## config.mk

```make
export PLATFORM = sky130hd
export DESIGN_NAME = pal_mode_detect
export DESIGN_NICKNAME = d
export VERILOG_FILES = /design/src/rtl/pal_mode_detect.sv
export SDC_FILE = /design/constraint.sdc
export NUM_CORES = 1
export LEC_CHECK = 0
export ABC_AREA = 0
export CORE_AREA = 10 10 153 84
export DETAILED_ROUTE_END_ITERATION = 6
export DIE_AREA = 0 0 163 94
export GPL_TIMING_DRIVEN = 0
export PLACE_DENSITY = 0.74
export SETUP_SLACK_MARGIN = 0.02
export SYNTH_ARGS = -nofsm -noshare
export SYNTH_HDL_FRONTEND = slang
export SYNTH_SLANG_ARGS = --single-unit
```

## constraint.sdc

```tcl
create_clock -name clk -period 1.7 [get_ports clk]
set_input_delay 0.255 -clock clk [delete_from_list [all_inputs] [get_ports clk]]
set_output_delay 0.255 -clock clk [all_outputs]
set_load 0.005 [all_outputs]
```

## src/rtl/pal_mode_detect.sv

```systemverilog
// PAL/VGA input mode detector: syncs hsync/vsync, measures lines and clocks per frame,
// classifies 50 Hz / 60 Hz / VGA with stability hysteresis. Optional PAL_MODE_DETECT_GLITCH_FILTER_EN.
module pal_mode_detect #(
  parameter int CLK_HZ        = 74_250_000,
  parameter int PASS_LINES    = 400,
  parameter int STABLE_FRAMES = 3,
  parameter int TIMEOUT_CLKS  = CLK_HZ / 20
) (
  input  logic        clk,
  input  logic        reset,
  input  logic        i_pal_hsync,
  input  logic        i_pal_vsync,
  output logic        o_hsync,
  output logic        o_vsync,
  output logic        o_hsync_rise,
  output logic        o_vsync_rise,
  output logic [10:0] o_lines,
  output logic [23:0] o_frame_clks,
  output logic        o_valid,
  output logic        o_50hz,
  output logic        o_60hz,
  output logic        o_passthrough
);

  localparam logic [23:0] P50_MIN = 24'(CLK_HZ / 55);
  localparam logic [23:0] TO_CLKS = 24'(TIMEOUT_CLKS);
  localparam logic [10:0] PASS_L  = 11'(PASS_LINES);
  localparam logic [3:0]  STAB    = 4'(STABLE_FRAMES);

  typedef enum logic [1:0] {IDLE, MEASURE, LOCKED} state_t;

  logic [2:0] hs, vs;
  logic       h_lvl, v_lvl, h_rise, v_rise;

  always_ff @(posedge clk) begin
    if (!reset) begin
      hs <= '0;
      vs <= '0;
    end else begin
      hs <= {hs[1:0], i_pal_hsync};
      vs <= {vs[1:0], i_pal_vsync};
    end
  end

`ifdef PAL_MODE_DETECT_GLITCH_FILTER_EN
  // A new level is taken only once s[1] has disagreed with the accepted level for 3 clocks.
  logic       h_acc, v_acc, h_take, v_take;
  logic [1:0] h_cnt, v_cnt;

  assign h_take = (hs[1] != h_acc) && (h_cnt == 2'd2);
  assign v_take = (vs[1] != v_acc) && (v_cnt == 2'd2);
  assign h_lvl  = h_take ? hs[1] : h_acc;
  assign v_lvl  = v_take ? vs[1] : v_acc;
  assign h_rise = h_take & hs[1];
  assign v_rise = v_take & vs[1];

  always_ff @(posedge clk) begin
    if (!reset) begin
      h_acc <= 1'b0;
      v_acc <= 1'b0;
      h_cnt <= '0;
      v_cnt <= '0;
    end else begin
      h_acc <= h_lvl;
      v_acc <= v_lvl;
      h_cnt <= (hs[1] == h_acc || h_take) ? 2'd0 : h_cnt + 2'd1;
      v_cnt <= (vs[1] == v_acc || v_take) ? 2'd0 : v_cnt + 2'd1;
    end
  end
`else
  assign h_lvl  = hs[1];
  assign v_lvl  = vs[1];
  assign h_rise = hs[1] & ~hs[2];
  assign v_rise = vs[1] & ~vs[2];
`endif

  always_ff @(posedge clk) begin
    if (!reset) begin
      o_hsync      <= 1'b0;
      o_vsync      <= 1'b0;
      o_hsync_rise <= 1'b0;
      o_vsync_rise <= 1'b0;
    end else begin
      o_hsync      <= h_lvl;
      o_vsync      <= v_lvl;
      o_hsync_rise <= h_rise;
      o_vsync_rise <= v_rise;
    end
  end

  // Frame counters and the latched measurement handed to the classifier one clock later.
  logic [10:0] line_cnt, m_lines;
  logic [23:0] frm_cnt, m_period;
  logic        m_vld, timeout;

  assign timeout = frm_cnt >= TO_CLKS;

  always_ff @(posedge clk) begin
    if (!reset) begin
      line_cnt <= '0;
      frm_cnt  <= '0;
      m_lines  <= '0;
      m_period <= '0;
      m_vld    <= 1'b0;
    end else begin
      m_vld <= v_rise;
      if (v_rise) begin
        m_lines  <= line_cnt;
        m_period <= (&frm_cnt) ? frm_cnt : frm_cnt + 24'd1;
        frm_cnt  <= '0;
        line_cnt <= h_rise ? 11'd1 : 11'd0;
      end else begin
        if (!(&frm_cnt)) frm_cnt <= frm_cnt + 24'd1;
        if (h_rise && !(&line_cnt)) line_cnt <= line_cnt + 11'd1;
      end
    end
  end

  state_t      state, state_n;
  logic [3:0]  stab, stab_n;
  logic [1:0]  cand, cand_q, cand_n;
  logic [10:0] lines_n;
  logic [23:0] clks_n;
  logic        valid_n, f50_n, f60_n, pass_n;

  assign cand = {m_period >= P50_MIN, m_lines > PASS_L};

  always_ff @(posedge clk) begin
    if (!reset) begin
      state         <= IDLE;
      stab          <= '0;
      cand_q        <= '0;
      o_lines       <= '0;
      o_frame_clks  <= '0;
      o_valid       <= 1'b0;
      o_50hz        <= 1'b0;
      o_60hz        <= 1'b0;
      o_passthrough <= 1'b0;
    end else begin
      state         <= state_n;
      stab          <= stab_n;
      cand_q        <= cand_n;
      o_lines       <= lines_n;
      o_frame_clks  <= clks_n;
      o_valid       <= valid_n;
      o_50hz        <= f50_n;
      o_60hz        <= f60_n;
      o_passthrough <= pass_n;
    end
  end

  always_comb begin
    state_n = state;
    stab_n  = stab;
    cand_n  = cand_q;
    lines_n = o_lines;
    clks_n  = o_frame_clks;
    valid_n = o_valid;
    f50_n   = o_50hz;
    f60_n   = o_60hz;
    pass_n  = o_passthrough;
    if (timeout) begin
      state_n = IDLE;
      stab_n  = '0;
      valid_n = 1'b0;
      f50_n   = 1'b0;
      f60_n   = 1'b0;
      pass_n  = 1'b0;
    end else if (m_vld) begin
      case (state)
        IDLE: state_n = MEASURE;
        default: begin
          lines_n = m_lines;
          clks_n  = m_period;
          cand_n  = cand;
          // stab == 0 means no previous candidate since arming
          if (stab != 4'd0 && cand == cand_q)
            stab_n = (stab >= STAB) ? STAB : stab + 4'd1;
          else
            stab_n = 4'd1;
          if (stab_n == STAB) begin
            state_n = LOCKED;
            valid_n = 1'b1;
            f50_n   = cand[1];
            f60_n   = ~cand[1];
            pass_n  = cand[0];
          end
        end
      endcase
    end
  end

endmodule

```

### After elaboration in Yosys (flattened, before gate mapping)

Index checks and enable logic that the tools add are counted.

* logic and storage cells: 62
* input bits: 4
* register bits after elaboration: 127

* muxes and demuxes: 11
* add/sub/neg operators: 3
* $lt $le $gt $ge: 4
* reduce and logical (&&, ||, !) cells: 15
* bitwise logic cells: 8
* eq/ne operators: 2

Operators by type and width (count)
* adder 24 x 1 -> 24 bit, second input constant: 1
* greater-or-equal comparator 24 x 21 -> 1 bit, second input constant: 1
* greater-or-equal comparator 24 x 22 -> 1 bit, second input constant: 1
* 2-to-1 mux 24 bit: 1
* AND reduction 24 bit: 1
* 2-to-1 mux 11 bit: 2
* 2-to-1 mux 4 bit: 5
* adder 11 x 1 -> 11 bit, second input constant: 1
* greater-than comparator 11 x 9 -> 1 bit, second input constant: 1
* AND reduction 11 bit: 1
* NOT 1 bit: 6
* AND reduction 3 bit: 2
* adder 4 x 1 -> 4 bit, second input constant: 1
* equality test 4 x 2 -> 1 bit, second input constant: 1
* greater-or-equal comparator 4 x 2 -> 1 bit, second input constant: 1
* 2-to-1 mux 2 bit: 2
* AND reduction 2 bit: 2
* nonzero test 2 bit: 2
* nonzero test 4 bit: 1
* OR reduction 2 bit: 2
* AND 1 bit: 2
* equality test 2 bit: 1
* logical AND 1 bit: 2
* logical NOT 2 bit: 1
* 2 further kinds: 2

### Logic depth before layout (Yosys ltp)

* word-level depth: 10
* mapped depth: 8

### Least setup slack after synthesis

Ideal clock, no wire load.

* path type: register to register
* start: reg frm_cnt[9]
* end: reg o_frame_clks[15]
* arrival time: 1.711 ns
* path buffers: 3
* required time: 1.584 ns
* library setup time: 0.116 ns
* stages on the path, launching flop included: 9
* slack: -0.127 ns
* cell sequence: dfxtp_1 -> buf_2 -> o21bai_1 -> a211o_1 -> a211oi_2 -> buf_6 -> buf_8 -> mux2i_1 -> nor2b_1

* cells in the longest elaborated chain, start to end: 3

RTL lines
* from (decl): RTL line 93 `logic [23:0] frm_cnt, m_period;`
* from (signal assigned): RTL line 113 `if (!(&frm_cnt)) frm_cnt <= frm_cnt + 24'd1;`
* greater-or-equal comparator 24 x 22 -> 1 bit: RTL line 96 `assign timeout = frm_cnt >= TO_CLKS;`
* NOT 1 bit (no line)
* AND reduction 3 bit (no line)
* to (signal assigned): RTL line 144 `o_frame_clks <= clks_n;`
* to (decl): RTL line 18 `output logic [23:0] o_frame_clks,`

Every way passes these cells.
A chain may end at the register's enable or synchronous reset.

### Final worst setup path

* start: reg frm_cnt[19]
* end: reg m_period[21]

* cells in the longest elaborated chain, start to end: 2
* elaborated cells between the ends (all ways): 3
* classes of those cells: add/sub: 1; mux: 1; reduce/logical: 1

RTL lines
* adder 24 x 1 -> 24 bit / AND reduction 24 bit (equally long branches): RTL line 109 `m_period <= (&frm_cnt) ? frm_cnt : frm_cnt + 24'd1;`
* 2-to-1 mux 24 bit *
* to (signal assigned): RTL line 109
* to (decl): RTL line 93

Every way passes the cells marked *; elsewhere a longest branch is shown, timed or not.

==> impl_metrics.toml <==
[placement]
place_inst = 734
port_buffers = 46
place_congestion = 0.890
pre_cts_slack_ns = -0.606
dp_hpwl_mm = 8.59

[detailed_routing]
drt_drc_violations_left = 0
drtIter0Drc = 386
vias = 4813
wl_per_cell_um = 20.5
drt_pass1_iterations = 5
wl_mm = 16.9
via_per_inst = 5.83
ant_nets = 0

[grt]
grt_pass1_vias = 4516
grt_overflow_total = 0
grt_pass1_wl_mm = 23.3
antenna_found_initial = 0
grt_use_total_pct = 19.1
grt_max_degree = 17

[timing]
whs_ns = 0.422
finalHoldViolations = 0
final_max_slew_viol_count = 0
worst_pin_slew_ns = 0.708
setup_viol = 88
rsz0062_at_grt = "true"
maxSlewHeadroom_pct = 52.3
skew_ns = 0.0121
layout_setup_ws_ns = -0.393
max_clock_freq_mhz = 478
fin_crit_sh_pct = 123
period_needed_ns = 2.09

[floorplanning]
core_area_um2 = 10100
num_rows = 26
start_util_pct = 50.6
fp.dieH_um = 94
io_pins = 47
die_w_um = 163
die_area_um2 = 15300

[cells_and_area]
stdcell_count = 826
fin_nets = 684
nFillCells = 617
drive_above_1_share_pct = 32.4
area_delta_synth_final_pct = 49.5
post-route-util_pct = 75.7
n_antenna_cell = 0

[worst_hold_path]
hold_path_class = "input pin to register"
hold_start = "i_pal_hsync"
holdPathStages = 2
whs_endpoint = "hs[0]$_SDFF_PN0_"

[yosys]
synth_area_leaders = "dfxtp_1, mux2i_1, nor2b_1"
synthCells = 548
synthFlopType = "dfxtp_1"
synth-seq-cells = 125
seq_area_frac_synth_pct = 49.0
synth_top_cell_area_share_pct = 49.0
synth.avg_cell_area_um2 = 9.31
yosysWarnings = 0
syn-num-nets = 557
syn_area_um2 = 5100
synth_edf_count = 0
ys_async_sr_fraction_pct = 0
synth_top_cell_by_area = "dfxtp_1"
synthDistinctLibCells = 53

[run_status]
status = "complete, but fails checks"
violations = "setup timing"

[setup_path]
rrSetupSlack_ns = -0.39
crit_path_top_delay_cell = "nor4_4"
cpLargestDelayFamily = "simple AND/OR/NAND/NOR gates"
reg2reg_to = "m_period[21]$_SDFFE_PN0P_"
r2r.worst_path.cells = 8
critPathMaxStageDelay_ns = 0.43
path_cells = "nand4_1 -> buf_4 -> nor3_4 -> buf_6 -> nor4_4 -> nand3_1 -> xor2_1 -> a21oi_1"
cp.required_ns = 1.99
start_kind = "register"
crit_buf_inv = 2
critPathArrivalTime_ns = 2.38
crit_type = "register to register"
critPathCaptureType = "register"
r2r_start = "frm_cnt[19]$_SDFF_PP0_"
crit_fanout = 4

[clock_tree]
worstSkewPairLatency_ns = 0.43
htree_levels = 4
cts_buffers = 17
clock_tree.root_cell = "clkbuf_16"
cts_sinks = 125
cts_tree = "yes"
clockBufferDepth = 2
cts.clk_slew.worst_paths_ns = 0.05
ctsHoldBuffers = 0

[power]
powerDensity_nw_per_um2 = 934
p_leak_uw = 0.00270
vdd_ir_drop_max_mv = 0.843

[run]
maxCapViolations = 0
==> power by group <==
part           internal (µW)  total, µW  switching, µW
clock network           2560       3860           1300
registers               2960       3000           45.3
logic                    102        266            164
total                   5620       7130           1510
==> sequential cells by signal, indices dropped and copies added, names as in the netlist <==
register	count
o_passthrough	1
line_cnt	11
hs	3
stab	4
o_frame_clks	24
m_vld	1
state	2
o_50hz	1
o_hsync_rise	1
m_lines	11
o_60hz	1
m_period	24
vs	3
cand_q	2
frm_cnt	24
o_lines	11
o_valid	1
==> worst reg2reg max path, stage by stage (launching register included) <==
cell,delay (ns)
dfxtp_2,0.37
nand4_1,0.14
buf_4,0.19
nor3_4,0.08
buf_6,0.14
nor4_4,0.43
nand3_1,0.19
xor2_1,0.27
a21oi_1,0.14
==> routing by layer <==
| metal | up-vias | part of all wire, % | track usage (%) |
|---|---|---|---|
| li1 | 2155 | - | - |
| met1 | 2330 | 39 | 23.1 |
| met2 | 253 | 48 | 31.3 |
| met3 | 75 | 8.3 | 5.47 |
| met4 | 0 | 4.5 | 8.13 |
| met5 | - | 0 | 0 |
==> how the worst max path moves through the flow <==
stage	from	end	depth (start not counted)
floorplan	frm_cnt[9]$_SDFF_PP0_	o_frame_clks[15]$_SDFFE_PN0P_	8
global placement	m_period[18]$_SDFFE_PN0P_	o_60hz$_SDFFE_PP0P_	5
detailed placement	m_period[18]$_SDFFE_PN0P_	o_60hz$_SDFFE_PP0P_	5
CTS	frm_cnt[8]$_SDFF_PP0_	o_lines[9]$_SDFFE_PN0P_	8
global route	frm_cnt[19]$_SDFF_PP0_	m_period[21]$_SDFFE_PN0P_	8
finish	frm_cnt[19]$_SDFF_PP0_	m_period[21]$_SDFFE_PN0P_	8
==> stage by stage <==
stage / area [µm²] / total power [µW] / setup TNS [ns]
floorplan: 5130 / 3190 / -2.13
global placement: 5770 / 3260 / -38.14
detailed placement: 5770 / 3260 / -38.40
finish: 7630 / 7130 / -19.06
global route: 7630 / 7280 / -25.09
CTS: 7130 / 7090 / -6.41
==> final cells by class <==
| type | instances | area, µm² | area share, % |
|---|---|---|---|
| clock inverter | 5 | 103 | 1.34 |
| tap | 140 | 175 | 2.30 |
| clock buffer | 25 | 526 | 6.89 |
| inverter | 11 | 41.3 | 0.541 |
| sequential | 125 | 2580 | 33.8 |
| timing repair buffer | 107 | 1010 | 13.2 |
| multi-input combinational | 388 | 3030 | 39.7 |
| buffer | 25 | 173 | 2.26 |
==> synthesized netlist by cell type, types with 3 or more instances <==
cell	instances
a31oi_1	3
nand3_1	20
xor2_1	13
nand4_1	13
nor3b_1	3
dfxtp_1	125
o21ai_0	27
nor2_1	46
nor2b_1	40
mux2i_1	39
o21a_1	3
nand2_1	50
clkbuf_1	19
a21boi_0	11
xnor2_1	16
ha_1	5
and2_1	9
o21ai_1	3
and3_1	5
inv_1	11
nand2b_1	3
a21oi_1	25
nor3_1	17
==> placed cells by master (no fill, tap or decap), types with 12 or more instances in the layout <==
master / instances
nand2_1: 45
clkdlybuf4s50_1: 46
buf_4: 49
dfxtp_4: 12
nand3_1: 12
dfxtp_2: 23
nor2b_1: 40
a21oi_1: 21
clkbuf_16: 19
clkbuf_1: 14
nor2_1: 39
nand4_1: 13
mux2i_1: 36
o21ai_0: 21
dfxtp_1: 90
buf_6: 12
==> cell families after synthesis <==
kind of cell	Yosys count	synth area share (%)
AO/OA/AOI/OAI	96	12.0
XOR/XNOR	29	4.98
multiplexers	39	7.65
AND/OR/NAND/NOR	218	21.8
buffers and inverters	36	3.36
adder cells (fa/ha/maj)	5	1.23
flip-flops	125	49.0
==> timing repair <==
| item | in CTS | in global routing |
|---|---|---|
| pin swaps | 49 | 51 |
| gates cloned | 2 | 3 |
| endpoints found under the setup margin | 102 | 104 |
| gates resized for setup | 109 | 73 |
| buffers inserted | 39 | 21 |
Power figures use the tool's default switching activity.
